<file path="src/rtl/mem_bus_pkg.sv">
// Shared memory-bus definitions for the CPU controller and the memory responder.
// Contents:
//   mem_cmd_e      mem_cmd encodings (00 none, 01 read, 10 write; 11 is illegal)
//   LED_ADDR       address of the LED output register
//   SW_ADDR        address of the switch input register
//   resp_state_e   responder FSM states
package mem_bus_pkg;

  typedef enum logic [1:0] {
    MNONE  = 2'b00,
    MREAD  = 2'b01,
    MWRITE = 2'b10
  } mem_cmd_e;

  localparam logic [8:0] LED_ADDR = 9'h100;
  localparam logic [8:0] SW_ADDR  = 9'h140;

  typedef enum logic [1:0] {
    IDLE    = 2'b00,
    RD_RESP = 2'b01,
    WR_DONE = 2'b10
  } resp_state_e;

endpackage

</file>
<file path="src/rtl/ram_1rw.sv">
// Single-port synchronous RAM with a registered read port.
// Write-first: when re and we are both asserted, rdata takes the write data.
// rdata holds its value whenever re is low. Contents are not reset.
// Ports:
//   clk    clock
//   re     read enable (loads rdata)
//   we     write enable
//   addr   word address
//   wdata  write data
//   rdata  registered read data
module ram_1rw #(
  parameter int unsigned DW = 16,
  parameter int unsigned AW = 8
) (
  input  logic          clk,
  input  logic          re,
  input  logic          we,
  input  logic [AW-1:0] addr,
  input  logic [DW-1:0] wdata,
  output logic [DW-1:0] rdata
);

  logic [DW-1:0] mem [2**AW];

  always_ff @(posedge clk) begin
    if (we) mem[addr] <= wdata;
    if (re) rdata <= we ? wdata : mem[addr];
  end

endmodule

</file>
<file path="src/rtl/mem_responder.sv">
// Memory-side responder for the CPU mem_cmd/mem_addr/write_data bus.
// Services a 256x16 RAM (mem_addr[8]==0), an LED output register at LED_ADDR
// and a switch input register at SW_ADDR. Reads return registered data with a
// one-cycle rd_valid pulse; protocol errors set a sticky flag and log the
// address of the first offending access.
// Optional build macro: MEM_RESP_STATS_EN adds saturating rd_count/wr_count.
// Ports:
//   clk, rst      clock, synchronous active-high reset
//   mem_cmd       00 none, 01 read, 10 write, 11 illegal
//   mem_addr      access address
//   write_data    write data, sampled with a write
//   read_data     registered read result
//   rd_valid      one-cycle pulse after a read is sampled
//   sw_in         asynchronous board switches
//   led_out       LED register
//   bus_err       sticky error flag
//   err_addr      address of the first error
//   rd_count      (MEM_RESP_STATS_EN) sampled reads, saturating
//   wr_count      (MEM_RESP_STATS_EN) sampled writes, saturating
module mem_responder
  import mem_bus_pkg::*;
#(
  parameter int unsigned        DATA_W   = 16,
  parameter int unsigned        ADDR_W   = 9,
  parameter int unsigned        RAM_AW   = 8,
  parameter logic [ADDR_W-1:0]  LED_ADDR = ADDR_W'(mem_bus_pkg::LED_ADDR),
  parameter logic [ADDR_W-1:0]  SW_ADDR  = ADDR_W'(mem_bus_pkg::SW_ADDR)
) (
  input  logic              clk,
  input  logic              rst,
  input  logic [1:0]        mem_cmd,
  input  logic [ADDR_W-1:0] mem_addr,
  input  logic [DATA_W-1:0] write_data,
  output logic [DATA_W-1:0] read_data,
  output logic              rd_valid,
  input  logic [7:0]        sw_in,
  output logic [7:0]        led_out,
  output logic              bus_err,
  output logic [ADDR_W-1:0] err_addr
`ifdef MEM_RESP_STATS_EN
  ,
  output logic [15:0]       rd_count,
  output logic [15:0]       wr_count
`endif
);

  resp_state_e state, state_next;

  logic ram_hit, led_hit, sw_hit, miss;
  logic is_rd, is_wr, is_bad, acc_err;
  logic ram_re, ram_we;
  logic [DATA_W-1:0] ram_q;
  logic [DATA_W-1:0] mmio_q;
  logic              rd_from_ram;
  logic [7:0]        sw_meta, sw_sync;

  // Address decode and command classification
  always_comb begin
    ram_hit = ~mem_addr[ADDR_W-1];
    led_hit = (mem_addr == LED_ADDR);
    sw_hit  = (mem_addr == SW_ADDR);
    miss    = ~(ram_hit | led_hit | sw_hit);
    is_rd   = (mem_cmd == MREAD);
    is_wr   = (mem_cmd == MWRITE);
    is_bad  = (mem_cmd == 2'b11);
    acc_err = is_bad | ((is_rd | is_wr) & miss) | (is_wr & sw_hit);
    ram_re  = ~rst & is_rd & ram_hit;
    ram_we  = ~rst & is_wr & ram_hit;
  end

  ram_1rw #(
    .DW(DATA_W),
    .AW(RAM_AW)
  ) u_ram (
    .clk   (clk),
    .re    (ram_re),
    .we    (ram_we),
    .addr  (mem_addr[RAM_AW-1:0]),
    .wdata (write_data),
    .rdata (ram_q)
  );

  // FSM state register
  always_ff @(posedge clk) begin
    if (rst) state <= IDLE;
    else     state <= state_next;
  end

  // Next state depends only on the command sampled this edge
  always_comb begin
    state_next = IDLE;
    rd_valid   = 1'b0;
    case (mem_cmd)
      MREAD:   state_next = RD_RESP;
      MWRITE:  state_next = WR_DONE;
      default: state_next = IDLE;
    endcase
    // rst squashes a response that is already in flight
    rd_valid = (state == RD_RESP) & ~rst;
  end

  // RAM data lives in the RAM's own output register; MMIO and miss results
  // live in mmio_q. rd_from_ram remembers which one the last read loaded, so
  // read_data is a mux of registered values and holds between reads.
  always_ff @(posedge clk) begin
    if (rst) begin
      rd_from_ram <= 1'b0;
      mmio_q      <= '0;
    end else if (is_rd) begin
      rd_from_ram <= ram_hit;
      if (sw_hit)       mmio_q <= DATA_W'(sw_sync);
      else if (led_hit) mmio_q <= DATA_W'(led_out);
      else              mmio_q <= '0;
    end
  end

  assign read_data = rd_from_ram ? ram_q : mmio_q;

  // Two-flop switch synchroniser
  always_ff @(posedge clk) begin
    if (rst) begin
      sw_meta <= '0;
      sw_sync <= '0;
    end else begin
      sw_meta <= sw_in;
      sw_sync <= sw_meta;
    end
  end

  // LED register
  always_ff @(posedge clk) begin
    if (rst)                  led_out <= '0;
    else if (is_wr & led_hit) led_out <= write_data[7:0];
  end

  // Sticky error flag; only the first error's address is kept
  always_ff @(posedge clk) begin
    if (rst) begin
      bus_err  <= 1'b0;
      err_addr <= '0;
    end else if (acc_err) begin
      bus_err <= 1'b1;
      if (!bus_err) err_addr <= mem_addr;
    end
  end

`ifdef MEM_RESP_STATS_EN
  always_ff @(posedge clk) begin
    if (rst) begin
      rd_count <= '0;
      wr_count <= '0;
    end else begin
      if (is_rd && rd_count != '1) rd_count <= rd_count + 16'd1;
      if (is_wr && wr_count != '1) wr_count <= wr_count + 16'd1;
    end
  end
`endif

endmodule
</file>
<file path="config.mk">
export PLATFORM = sky130hd
export DESIGN_NAME = mem_responder
export DESIGN_NICKNAME = d
export VERILOG_FILES = /design/src/rtl/mem_bus_pkg.sv /design/src/rtl/ram_1rw.sv /design/src/rtl/mem_responder.sv
export SDC_FILE = /design/constraint.sdc
export NUM_CORES = 2
export LEC_CHECK = 0
export CELL_PAD_IN_SITES_DETAIL_PLACEMENT = 2
export CELL_PAD_IN_SITES_GLOBAL_PLACEMENT = 2
export CORE_ASPECT_RATIO = 0.6
export CORE_MARGIN = 3
export CORE_UTILIZATION = 55
export DETAILED_ROUTE_END_ITERATION = 10
export PLACE_DENSITY_LB_ADDON = 0.08
export SLEW_MARGIN = 20
export SYNTH_ARGS = -nofsm -noshare
export SYNTH_HDL_FRONTEND = slang
export SYNTH_SLANG_ARGS = --single-unit
</file>
<file path="constraint.sdc">
create_clock -name clk -period 9.65 [get_ports clk]
set_clock_uncertainty 0.2 [all_clocks]
set_input_delay 1.93 -clock clk [delete_from_list [all_inputs] [get_ports clk]]
set_output_delay 1.93 -clock clk [all_outputs]
set_load 0.02 [all_outputs]
</file>
==> impl_metrics.toml, run 1 <==
[synth]
yosys_most_used_dff = "edfxtp_1"
synthAdderAreaFrac = 0.000319
ys_seq_area_frac = 0.792
synth_compound_area_frac = 0.0374
synth.area.mux_share = 0.148
syn_area_per_cell_um2 = 22.8
yosysWarnings = 0
netlist_area_um2 = 157000
synth-simple-area-share = 0.0106
synth_cells = 6890
synth_seq_cells = 4157
synth_edf_count = 4112
yosys.cell_types.count = 32
synth_top_family_by_area = "multiplexers"
syn_nets = 6931
async_flop_share = 0
synth_xor_xnor_area_share = 0

[floorplan]
row_count = 151
start_util = 0.555
die_w_um = 696
ios = 72
die_h_um = 420

[placement]
hpwl_mm = 365
globalplace.congestion = 0.830
io_buffers = 71

[outcome]
status = "did not finish"
lastStage = "detailed placement"
stop_error = "[ERROR DPL-0033] detailed placement checks failed during check placement."
[cells by family after synthesis]
kind of cell | after synthesis
flip-flops | 4157
adder cells (fa/ha/maj) | 4
multiplexers | 1041
AO/OA/AOI/OAI | 861
AND/OR/NAND/NOR | 397
buffers and inverters | 430
[metrics by stage]
stage / cell area, um2 / std cells / hold WS, ns
floorplan: 157000 / 6890 / 0.214
global placement: 164000 / 10644 / 0.230
[cell usage after synthesis, types with 5 or more instances]
cell type | instances | area [um2]
nand2_1 | 44 | 165
buf_1 | 65 | 244
nand3_1 | 8 | 40.0
nor2_1 | 279 | 1050
mux2_2 | 8 | 90.1
nor2b_1 | 25 | 156
mux2i_1 | 9 | 90.1
clkbuf_1 | 244 | 916
nand2b_1 | 5 | 31.3
o41ai_1 | 64 | 561
a21oi_1 | 267 | 1340
buf_2 | 77 | 385
a211oi_1 | 8 | 60.1
buf_4 | 24 | 180
nand4_1 | 16 | 100
mux4_2 | 1024 | 23100
edfxtp_1 | 4112 | 123000
and2_1 | 11 | 68.8
a22oi_1 | 520 | 3900
buf_6 | 16 | 180
dfxtp_1 | 45 | 901
==> run 2, diff against run 1 <==
==> config.mk (replaced) <==
export PLATFORM = sky130hd
export DESIGN_NAME = mem_responder
export DESIGN_NICKNAME = d
export VERILOG_FILES = /design/src/rtl/mem_bus_pkg.sv /design/src/rtl/ram_1rw.sv /design/src/rtl/mem_responder.sv
export SDC_FILE = /design/constraint.sdc
export NUM_CORES = 2
export LEC_CHECK = 0
export CORE_MARGIN = 3
export CORE_UTILIZATION = 40
export DETAILED_ROUTE_END_ITERATION = 10
export PLACE_DENSITY_LB_ADDON = 0.15
export SLEW_MARGIN = 20
export SYNTH_ARGS = -nofsm -noshare
export SYNTH_HDL_FRONTEND = slang
export SYNTH_SLANG_ARGS = --single-unit
==> run 2 against run 1 <==
The flow now finishes without violations. Synthesized cell count is the same. Synthesized area unchanged.
==> impl_metrics.toml, run 2 <==
[synth]
syn_area_per_cell_um2 = 22.8
synth_cells = 6890
ys_seq_area_frac = 0.792
yosysWarnings = 0
yosys_most_used_dff = "edfxtp_1"
async_flop_share = 0
synth_area_leaders = "edfxtp_1 (79%), mux4_2 (15%), a22oi_1 (2.5%)"
yosysMostFrequentCell = "edfxtp_1"
synth_common_cells = "edfxtp_1 (4112), mux4_2 (1024), a22oi_1 (520)"
synth_top_cell_area_share = 0.786
synth_edf_count = 4112
yosysTopAreaCell = "edfxtp_1"
syn_nets = 6931
yosys.cell_types.count = 32
netlist_area_um2 = 157000
synth_seq_cells = 4157

[floorplan]
core_area_um2 = 390000
die_area_um2 = 400000
die_h_um = 633
ios = 72
die_w_um = 633
start_util = 0.403
row_count = 229

[cts]
clock-sinks = 4157
cts_resized = 0
insertion_delay_ns = 1.01
cts_hold_buffers = 0
htree_levels = 5
clk_pin_slew_worst_paths_ns = 0.06
cts_tree = "built"
ctsRootBufferMaster = "clkbuf_16"
postCtsSetupRepairBufs = 0
cts_buffers = 433
ctsLongestPathBuffers = 4

[setup_path]
path_max_fanout = 83
cp-end-kind = "register"
r2r_setup_slack_ns = 6.20
required_ns = 10.16
worst-setup-path-type = "in2reg"
start_kind = "input port"
critPathArrivalTime_ns = 6.19
timing.rr.start = "u_ram.mem[75][9]"
rr_endpoint = "u_ram.rdata[9]"
worst_r2r_path_depth = 5
startpoint = "mem_addr[0]"

[cells_and_area]
layout_common_cells = "edfxtp_1 (4112), mux4_2 (1024), a22oi_1 (520), clkbuf_16 (437), buf_4 (368)"
fin_nets = 7414
drive_gt1_frac = 0.279
largest_reg_flops = 4096
largest-register = "u_ram.mem"
final_util = 0.462
mostFrequentLayoutCell = "edfxtp_1"
largestRegisters = "u_ram.mem: 4096 flops, u_ram.rdata: 16 flops, err_addr: 9 flops"
syn2layout_area_growth_pct = 14.8

[job]
cap_violations = 0

[timing]
fin_hold_ws_ns = 0.242
period_share = 0.589
worst_slew_pin_slew_ns = 1.28
hold_viol = 0
max_freq_mhz = 176
rsz0062_at_grt = "no"
layout_min_cycle_time_ns = 5.68
relSlewSlack = 0.138
fin_setup_tns_ns = 0
setup_viol_count_final = 0
slew_violations = 0

[routing]
routed_via_density = 5.85
routedWlPerCell_um = 34.2
first_iter_violations = 9198
remaining_drc_errors = 0
ant_nets = 0
dr_total_vias = 75671
wl_mm = 442
dr.pass1.iters = 5

[global_route]
grt_pass1_vias = 76632
grt-ovfl-total = 0
antenna_found_initial = 21
grt_use_total = 0.219
grt_max_degree = 179
grt_pass1_wl_mm = 620

[outcome]
status = "complete, no violations"

[placement]
hpwl_mm = 258
globalplace.congestion = 0.819
io_buffers = 71

[min_path]
whs_path_depth = 1
min_to = "sw_sync[6]"
hp-start = "sw_meta[6]"
holdCritPathClass = "reg2reg"

[pwr]
p_per_area_nw_per_um2 = 210
swShare = 0.215
combPwrFrac = 0.045
sequentialPowerShare = 0.525
p_total_mw = 37.9
p_leak_nw = 55.3
clockPowerShare = 0.430
power.internal_mw = 29.7
switching_power_mw = 8.15
peakVddDrop_uv = 150
## run 2: worst max-delay path: stages
cell     delay [ns]
buf_16         0.45
buf_12         0.57
buf_4          0.46
mux4_2         0.56
a22oi_1        0.51
a21oi_1        0.26
o41ai_2        0.72
buf_4          0.30
nand4_1        0.09
## run 2: power by group through the flow
stage	Clock, mW	Combinational (mW)	Sequential, mW
2_1_floorplan	0	0.843	20.2
3_3_place_gp	0	1.71	20.2
3_5_place_dp	0	1.74	20.2
4_1_cts	16.6	1.74	19.9
5_1_grt	17.4	1.81	19.9
6_report	16.3	1.71	19.9
## run 2: per-layer routing
layer | wire length, um | global-route usage
met4 | 11500 | 0.0558
met2 | 213000 | 0.350
met1 | 187000 | 0.317
met5 | 0 | 0
met3 | 31600 | 0.0340
## run 2: worst max-delay path by stage
stage / depth (start not counted) / slack [ns] / endpoint
final: 9 / 3.97 / u_ram.rdata[12]
after global routing: 8 / 3.75 / u_ram.mem[103][1]
after CTS: 7 / 3.90 / u_ram.mem[75][12]
after detailed placement: 9 / 2.86 / u_ram.rdata[12]
after global placement: 8 / 1.83 / u_ram.rdata[3]
after floorplan: 3 / 4.65 / rd_valid
## run 2: area by class of cell
cell class | count | area [um2]
diodes | 18 | 45.0
clock buffers | 532 | 11300
clock inverters | 260 | 2520
fillers | 32323 | 210000
inverters | 4 | 15.0
multi-input cells | 2303 | 31400
flip-flops and latches | 4157 | 124000
well taps | 5197 | 6500
repair buffers | 474 | 4280
## run 2: logic make-up (layout without fill, tap and decap cells)
kind of cell	after synthesis	count (layout)	share of synthesized area
AO/OA/AOI/OAI	861	861	0.0374
multiplexers	1041	1041	0.148
adder cells (fa/ha/maj)	4	4	0.000319
buffers and inverters	430	1270	0.0122
flip-flops	4157	4157	0.792
AND/OR/NAND/NOR	397	397	0.0106
other	0	18	0
## run 2: metrics by stage
stage,cell area [um2],std cells,setup WS (ns)
floorplan,157000,6890,4.65
global placement,166000,12127,1.83
detailed placement,166000,12133,2.86
CTS,180000,12925,3.90
global route,180000,12929,3.75
finish,180000,12945,3.97
No activity file was read; power rests on OpenSTA's default activity.
